**src/rtl/decode_pkg.sv**
```systemverilog
// Shared decode definitions: opcode values, instruction field positions and the
// control bundle produced by decode_logic.
package decode_pkg;

  localparam logic [5:0] OP_RTYPE = 6'h00;
  localparam logic [5:0] OP_J     = 6'h02;
  localparam logic [5:0] OP_BEQ   = 6'h04;
  localparam logic [5:0] OP_BNE   = 6'h05;
  localparam logic [5:0] OP_ADDI  = 6'h08;
  localparam logic [5:0] OP_ORI   = 6'h0D;
  localparam logic [5:0] OP_LW    = 6'h23;
  localparam logic [5:0] OP_SW    = 6'h2B;

  localparam int unsigned OPC_LSB   = 26;
  localparam int unsigned RS_LSB    = 21;
  localparam int unsigned RT_LSB    = 16;
  localparam int unsigned RD_LSB    = 11;
  localparam int unsigned SHAMT_LSB = 6;
  localparam int unsigned FUNCT_LSB = 0;
  localparam int unsigned IMM_LSB   = 0;
  localparam int unsigned JADDR_LSB = 0;

  localparam int unsigned OPC_W   = 6;
  localparam int unsigned REG_W   = 5;
  localparam int unsigned FUNCT_W = 6;
  localparam int unsigned IMM_W   = 16;
  localparam int unsigned JADDR_W = 26;

  typedef struct packed {
    logic reg_we;
    logic mem_rd;
    logic mem_wr;
    logic branch;
    logic jump;
    logic illegal;
    logic uses_rs;
    logic uses_rt;
  } dec_ctrl_t;

endpackage

```
**src/rtl/decode_logic.sv**
```systemverilog
// Combinational instruction decoder: splits the word into fields, selects the
// destination register, extends the immediate and derives the control bundle.
module decode_logic
  import decode_pkg::*;
#(
  parameter int unsigned XLEN = 32
) (
  input  logic [31:0]         instr,
  output logic [OPC_W-1:0]    opcode,
  output logic [REG_W-1:0]    rs,
  output logic [REG_W-1:0]    rt,
  output logic [REG_W-1:0]    rd,
  output logic [REG_W-1:0]    shamt,
  output logic [FUNCT_W-1:0]  funct,
  output logic [XLEN-1:0]     imm,
  output logic [JADDR_W-1:0]  jaddr,
  output dec_ctrl_t           ctrl
);

  logic [IMM_W-1:0] imm16;

  assign opcode = instr[OPC_LSB +: OPC_W];
  assign rs     = instr[RS_LSB +: REG_W];
  assign rt     = instr[RT_LSB +: REG_W];
  assign shamt  = instr[SHAMT_LSB +: REG_W];
  assign funct  = instr[FUNCT_LSB +: FUNCT_W];
  assign imm16  = instr[IMM_LSB +: IMM_W];
  assign jaddr  = instr[JADDR_LSB +: JADDR_W];

  always_comb begin
    if (opcode == OP_ORI) imm = XLEN'(imm16);
    else                  imm = XLEN'($signed(imm16));
  end

  always_comb begin
    ctrl = '0;
    rd   = '0;
    unique case (opcode)
      OP_RTYPE: begin
        ctrl.reg_we  = 1'b1;
        ctrl.uses_rs = 1'b1;
        ctrl.uses_rt = 1'b1;
        rd           = instr[RD_LSB +: REG_W];
      end
      OP_J: ctrl.jump = 1'b1;
      OP_BEQ, OP_BNE: begin
        ctrl.branch  = 1'b1;
        ctrl.uses_rs = 1'b1;
        ctrl.uses_rt = 1'b1;
      end
      OP_ADDI, OP_ORI: begin
        ctrl.reg_we  = 1'b1;
        ctrl.uses_rs = 1'b1;
        rd           = rt;
      end
      OP_LW: begin
        ctrl.reg_we  = 1'b1;
        ctrl.mem_rd  = 1'b1;
        ctrl.uses_rs = 1'b1;
        rd           = rt;
      end
      OP_SW: begin
        ctrl.mem_wr  = 1'b1;
        ctrl.uses_rs = 1'b1;
        ctrl.uses_rt = 1'b1;
      end
      default: ctrl.illegal = 1'b1;
    endcase
    // Writes to r0 are architecturally discarded, so never advertise them.
    if (rd == '0) ctrl.reg_we = 1'b0;
  end

endmodule

```
**src/rtl/decode_stage.sv**
```systemverilog
// Registered decode stage: valid/ready handshake into a single held slot,
// load-use hazard hold against recently issued loads, and a stall counter.
module decode_stage
  import decode_pkg::*;
#(
  parameter int unsigned XLEN           = 32,
  parameter int unsigned LOAD_USE_STALL = 1,
  parameter int unsigned CNT_W          = 16
) (
  input  logic             clk,
  input  logic             rst_n,
  input  logic             in_valid,
  output logic             in_ready,
  input  logic [31:0]      in_instr,
  input  logic             flush,
  output logic             out_valid,
  input  logic             out_ready,
  output logic [5:0]       out_opcode,
  output logic [4:0]       out_rs,
  output logic [4:0]       out_rt,
  output logic [4:0]       out_rd,
  output logic [4:0]       out_shamt,
  output logic [5:0]       out_funct,
  output logic [XLEN-1:0]  out_imm,
  output logic [25:0]      out_jaddr,
  output logic             out_reg_we,
  output logic             out_mem_rd,
  output logic             out_mem_wr,
  output logic             out_branch,
  output logic             out_jump,
  output logic             out_illegal,
  output logic [CNT_W-1:0] stall_cnt
);

  localparam int unsigned LDC_W = (LOAD_USE_STALL > 0) ? $clog2(LOAD_USE_STALL + 1) : 1;
  localparam logic [LDC_W-1:0] LDC_INIT = LDC_W'(LOAD_USE_STALL);

  logic [OPC_W-1:0]   dec_opcode;
  logic [REG_W-1:0]   dec_rs, dec_rt, dec_rd, dec_shamt;
  logic [FUNCT_W-1:0] dec_funct;
  logic [XLEN-1:0]    dec_imm;
  logic [JADDR_W-1:0] dec_jaddr;
  dec_ctrl_t          dec_ctrl;

  logic               held_valid_q, held_valid_d;
  logic [OPC_W-1:0]   opcode_q, opcode_d;
  logic [REG_W-1:0]   rs_q, rs_d, rt_q, rt_d, rd_q, rd_d, shamt_q, shamt_d;
  logic [FUNCT_W-1:0] funct_q, funct_d;
  logic [XLEN-1:0]    imm_q, imm_d;
  logic [JADDR_W-1:0] jaddr_q, jaddr_d;
  dec_ctrl_t          ctrl_q, ctrl_d;
  logic [LDC_W-1:0]   ld_cnt_q, ld_cnt_d;
  logic [REG_W-1:0]   ld_dst_q, ld_dst_d;
  logic [CNT_W-1:0]   stall_cnt_q, stall_cnt_d;

  logic hazard, out_fire, in_fire;

  decode_logic #(.XLEN(XLEN)) u_decode_logic (
    .instr  (in_instr),
    .opcode (dec_opcode),
    .rs     (dec_rs),
    .rt     (dec_rt),
    .rd     (dec_rd),
    .shamt  (dec_shamt),
    .funct  (dec_funct),
    .imm    (dec_imm),
    .jaddr  (dec_jaddr),
    .ctrl   (dec_ctrl)
  );

  always_comb begin
    hazard = (ld_cnt_q != '0) && (ld_dst_q != '0) && held_valid_q &&
             ((ctrl_q.uses_rs && (rs_q == ld_dst_q)) ||
              (ctrl_q.uses_rt && (rt_q == ld_dst_q)));
    out_valid = held_valid_q && !hazard;
    out_fire  = out_valid && out_ready;
    in_ready  = !flush && (!held_valid_q || out_fire);
    in_fire   = in_valid && in_ready;
  end

  always_comb begin
    held_valid_d = held_valid_q;
    opcode_d     = opcode_q;
    rs_d         = rs_q;
    rt_d         = rt_q;
    rd_d         = rd_q;
    shamt_d      = shamt_q;
    funct_d      = funct_q;
    imm_d        = imm_q;
    jaddr_d      = jaddr_q;
    ctrl_d       = ctrl_q;
    ld_cnt_d     = ld_cnt_q;
    ld_dst_d     = ld_dst_q;
    stall_cnt_d  = stall_cnt_q;

    if (hazard && (stall_cnt_q != '1)) stall_cnt_d = stall_cnt_q + CNT_W'(1);

    if (flush) begin
      held_valid_d = 1'b0;
      ld_cnt_d     = '0;
    end else begin
      if (out_fire && ctrl_q.mem_rd && (rd_q != '0)) begin
        ld_cnt_d = LDC_INIT;
        ld_dst_d = rd_q;
      end else if (ld_cnt_q != '0) begin
        ld_cnt_d = ld_cnt_q - LDC_W'(1);
      end

      if (in_fire) begin
        held_valid_d = 1'b1;
        opcode_d     = dec_opcode;
        rs_d         = dec_rs;
        rt_d         = dec_rt;
        rd_d         = dec_rd;
        shamt_d      = dec_shamt;
        funct_d      = dec_funct;
        imm_d        = dec_imm;
        jaddr_d      = dec_jaddr;
        ctrl_d       = dec_ctrl;
      end else if (out_fire) begin
        held_valid_d = 1'b0;
      end
    end
  end

  always_ff @(posedge clk) begin
    if (!rst_n) begin
      held_valid_q <= 1'b0;
      opcode_q     <= '0;
      rs_q         <= '0;
      rt_q         <= '0;
      rd_q         <= '0;
      shamt_q      <= '0;
      funct_q      <= '0;
      imm_q        <= '0;
      jaddr_q      <= '0;
      ctrl_q       <= '0;
      ld_cnt_q     <= '0;
      ld_dst_q     <= '0;
      stall_cnt_q  <= '0;
    end else begin
      held_valid_q <= held_valid_d;
      opcode_q     <= opcode_d;
      rs_q         <= rs_d;
      rt_q         <= rt_d;
      rd_q         <= rd_d;
      shamt_q      <= shamt_d;
      funct_q      <= funct_d;
      imm_q        <= imm_d;
      jaddr_q      <= jaddr_d;
      ctrl_q       <= ctrl_d;
      ld_cnt_q     <= ld_cnt_d;
      ld_dst_q     <= ld_dst_d;
      stall_cnt_q  <= stall_cnt_d;
    end
  end

  assign out_opcode  = opcode_q;
  assign out_rs      = rs_q;
  assign out_rt      = rt_q;
  assign out_rd      = rd_q;
  assign out_shamt   = shamt_q;
  assign out_funct   = funct_q;
  assign out_imm     = imm_q;
  assign out_jaddr   = jaddr_q;
  assign out_reg_we  = ctrl_q.reg_we;
  assign out_mem_rd  = ctrl_q.mem_rd;
  assign out_mem_wr  = ctrl_q.mem_wr;
  assign out_branch  = ctrl_q.branch;
  assign out_jump    = ctrl_q.jump;
  assign out_illegal = ctrl_q.illegal;
  assign stall_cnt   = stall_cnt_q;

endmodule

```
**config.mk**
```make
export PLATFORM = sky130hd
export DESIGN_NAME = decode_stage
export DESIGN_NICKNAME = d
export VERILOG_FILES = /design/src/rtl/decode_pkg.sv /design/src/rtl/decode_logic.sv /design/src/rtl/decode_stage.sv
export SDC_FILE = /design/constraint.sdc
export NUM_CORES = 1
export LEC_CHECK = 0
export ABC_AREA = 1
export CAP_MARGIN = 10
export CORE_MARGIN = 1
export CORE_UTILIZATION = 43
export CTS_CLUSTER_DIAMETER = 200
export DETAILED_ROUTE_END_ITERATION = 10
export GPL_ROUTABILITY_DRIVEN = 1
export GPL_TIMING_DRIVEN = 1
export PLACE_DENSITY = 0.8
export REMOVE_ABC_BUFFERS = 1
export SETUP_SLACK_MARGIN = 0.1
export SLEW_MARGIN = 30
export SYNTH_ARGS = -nofsm -noshare
export SYNTH_HDL_FRONTEND = slang
export SYNTH_SLANG_ARGS = --single-unit
```
**constraint.sdc**
```tcl
create_clock -name clk -period 2.1 [get_ports clk]
set_input_delay 0.525 -clock clk [delete_from_list [all_inputs] [get_ports clk]]
set_output_delay 0.525 -clock clk [all_outputs]
set_load 0.05 [all_outputs]
```
==> run metrics <==
outcome finished, violations left; I/O pin count 151; Final Critical Period 2.18 ns; worst-path maximum fanout 4; CTS H-Tree Depth 3; pin count of the biggest net entering global routing 41; IO buf count 150; Mapped Area 3630 µm²; clock network fraction of total power 37.1%; worst hold path class flip-flop to flip-flop; wire per inst between 10 and 15 µm; clk buf depth 2; RePlAce Congestion 0.886; PnR worst setup slack -0.0844 ns; hold_buf cts 0; Root Driver clkbuf_8; routing usage on met2 40.0%; sequential area share after synthesis 38.1%; Starting Density 44.4%; Detail Placement HPWL 7.38 mm; crit path kind flip-flop to primary output; Worst Setup Start Kind flip-flop; Pre-antenna DRT Iters 5; Final Hold Fails 0; power share of the combinational group 22.1%; highest clock rate 0.458 GHz; commonest cells after routing, fill and taps aside nand2_1, dlygate4sd2_1, nand3_1, a21oi_1; Rel. slew slack 65.9%; cell leakage power 2.61 nW; Critical Path RT between 1.5 and 2 ns; number of synthesized register bits 69; Hold EP out_opcode[5]; CP Capture Type primary output; fin crit share 104%; M3 GR Usage under 10%; P_int 0.00233 W; DRC Markers 0; Routed WL ~11 mm; share of layout cells above drive strength 1 21.7%; skew final 0.00804 ns; Detail Route Antenna Nets 0; Post-Synthesis Cells 530; hold path cells 2; Pwr Total roughly 0.0034 W; Setup Viol. Count Final 2; synth warn 0; cts bufs inserted 9; global-route layer with the greatest usage met2; die height roughly 94 µm; worst slack, placed -0.120 ns; Crit Reg-Reg Startpoint ld_dst_q[4]; flop-to-flop setup slack 0.16 ns; Die Area 8810 µm²; Worst Tran Pin Value 0.508 ns; CTS Sinks 69; RR Endpoint stall_cnt[4]; first-pass GRT wire length 15.8 mm; Max IR drop VDD 0.348 mV; Yosys cell types 30; Hold Startpoint out_opcode[5]; vias in the first global route 3407; Avg Cell Area, Syn 6.85 µm²; total grt overflow 0; area added between synthesis and finish 49.1%; most common cell after layout, fill and taps aside nand2_1; worst reg-to-reg path cell count 16; CTS clock-pin slew for the worst setup and hold paths around 0.08 ns; via count 3895; core area 8180 µm²; unrepaired setup endpoints after global routing yes; Layout Nets 688; clk_lat worst skew 0.34 ns; post-DR vias/cell between 5 and 6; ant diodes 0; gr usage total 23.0%; crit path DAT 1.66 ns; met1 Use GR 26.8%; part of the power in registers 40.8%; die width 93.9 µm; switching pwr 0.00103 W; Max Cap Viol 0; failing checks setup timing; initial antenna violation count 0; Row Count 33; Pwr Density 621 nW/µm²; CTS tree done; Iter 0 DRT Violations 378; Slew Limit Fails 0; Net Sw Frac around 31%
what timing repair did:
item                       4_1_cts  5_1_grt
buffers inserted                 1       14
gates resized for setup         93       33
setup endpoints to repair       75       29
pin swaps                        0        9
state kept, by name, summed over array words and instances, names as in the netlist:
| register | count |
|---|---|
| out_jump | 1 |
| out_imm | 8 |
| held_valid_q | 1 |
| out_opcode | 6 |
| out_mem_wr | 1 |
| ld_dst_q | 5 |
| out_rt | 4 |
| out_branch | 1 |
| out_mem_rd | 1 |
| ctrl_q | 2 |
| out_rs | 5 |
| out_rd | 5 |
| out_illegal | 1 |
| out_jaddr | 1 |
| stall_cnt | 16 |
| ld_cnt_q | 1 |
| out_shamt | 4 |
| out_reg_we | 1 |
| out_funct | 5 |
synthesized netlist by cell type, drive strengths merged:
library cell	count	area (µm²)
xnor2	3	26.3
nor2	48	190
clkbuf	9	33.8
nand2	134	508
o21ai	4	20.0
nor4	1	6.26
o21a	1	7.51
buf	66	483
nand3	61	315
a31oi	1	6.26
a22oi	1	7.51
xor2	1	8.76
and3	1	6.26
a21oi	58	294
nor3	12	65.1
ha	1	12.5
inv	47	176
dfxtp	69	1380
nand4	11	68.8
nor3b	1	12.5
critical path: stages (launching register included):
cell	delay, ns
dfxtp_2	0.37
inv_4	0.05
nand2_2	0.05
nand2_1	0.05
nor2_1	0.10
nand3_1	0.11
nand2_2	0.09
nand2_4	0.07
a21oi_4	0.19
nor2_4	0.08
buf_12	0.15
per-layer routing:
metal  up-vias  part of all wire, %
li1       1899                    -
met1      1775                   40
met2       198                   50
met3        23                  7.4
met4         0                  2.5
met5         -                    0
worst max path at each step:
stage | slack, ns | start | cells after the start | end
finish | -0.08 | ld_dst_q[4] | 10 | in_ready
detailed placement | -0.12 | in_instr[31] | 11 | out_reg_we
floorplan | -3.86 | out_imm[30] | 0 | out_imm[16]
CTS | -0.05 | ld_dst_q[3] | 10 | in_ready
global placement | 0.01 | in_instr[31] | 11 | out_reg_we
global route | -0.20 | out_rs[4] | 10 | in_ready
layout make-up:
class / instances / area (µm²)
fill: 703 / 2760
timing repair buffer: 184 / 1810
multi-input combinational: 339 / 1630
sequential: 69 / 1420
inverter: 47 / 185
clock buffer: 11 / 151
tap: 105 / 131
clock inverter: 5 / 82.6
power by group through the flow:
stage / logic [W] / registers (W) / clock network, W
CTS: 0.000735 / 0.00138 / 0.00125
global placement: 0.000761 / 0.00141 / 0
detailed placement: 0.000768 / 0.00141 / 0
finish: 0.000742 / 0.00137 / 0.00125
global route: 0.000779 / 0.00138 / 0.00132
floorplan: 0.000126 / 0.00169 / 0
through the flow:
stage	std cells	hold slack (ns)	util, %	instance area [µm²]	TNS (ns)
after floorplan	455	0.445	-	3110	-89.14
after global placement	729	0.455	61.5	5030	0
after detailed placement	729	0.456	61.5	5030	-0.168
after CTS	746	0.467	63.8	5220	-0.0471
after global routing	760	0.479	66.2	5410	-0.346
final	760	0.463	66.2	5410	-0.120
cell families after synthesis:
kind of cell    count (synthesis)  share of synthesized area (%)
flops                          69                           38.1
fa+ha+maj                       1                          0.345
xor+xnor                        4                          0.965
compound gates                 65                           9.24
buf+inv                       122                           19.1
simple gates                  269                           32.3
Power figures use the tool's default switching activity.
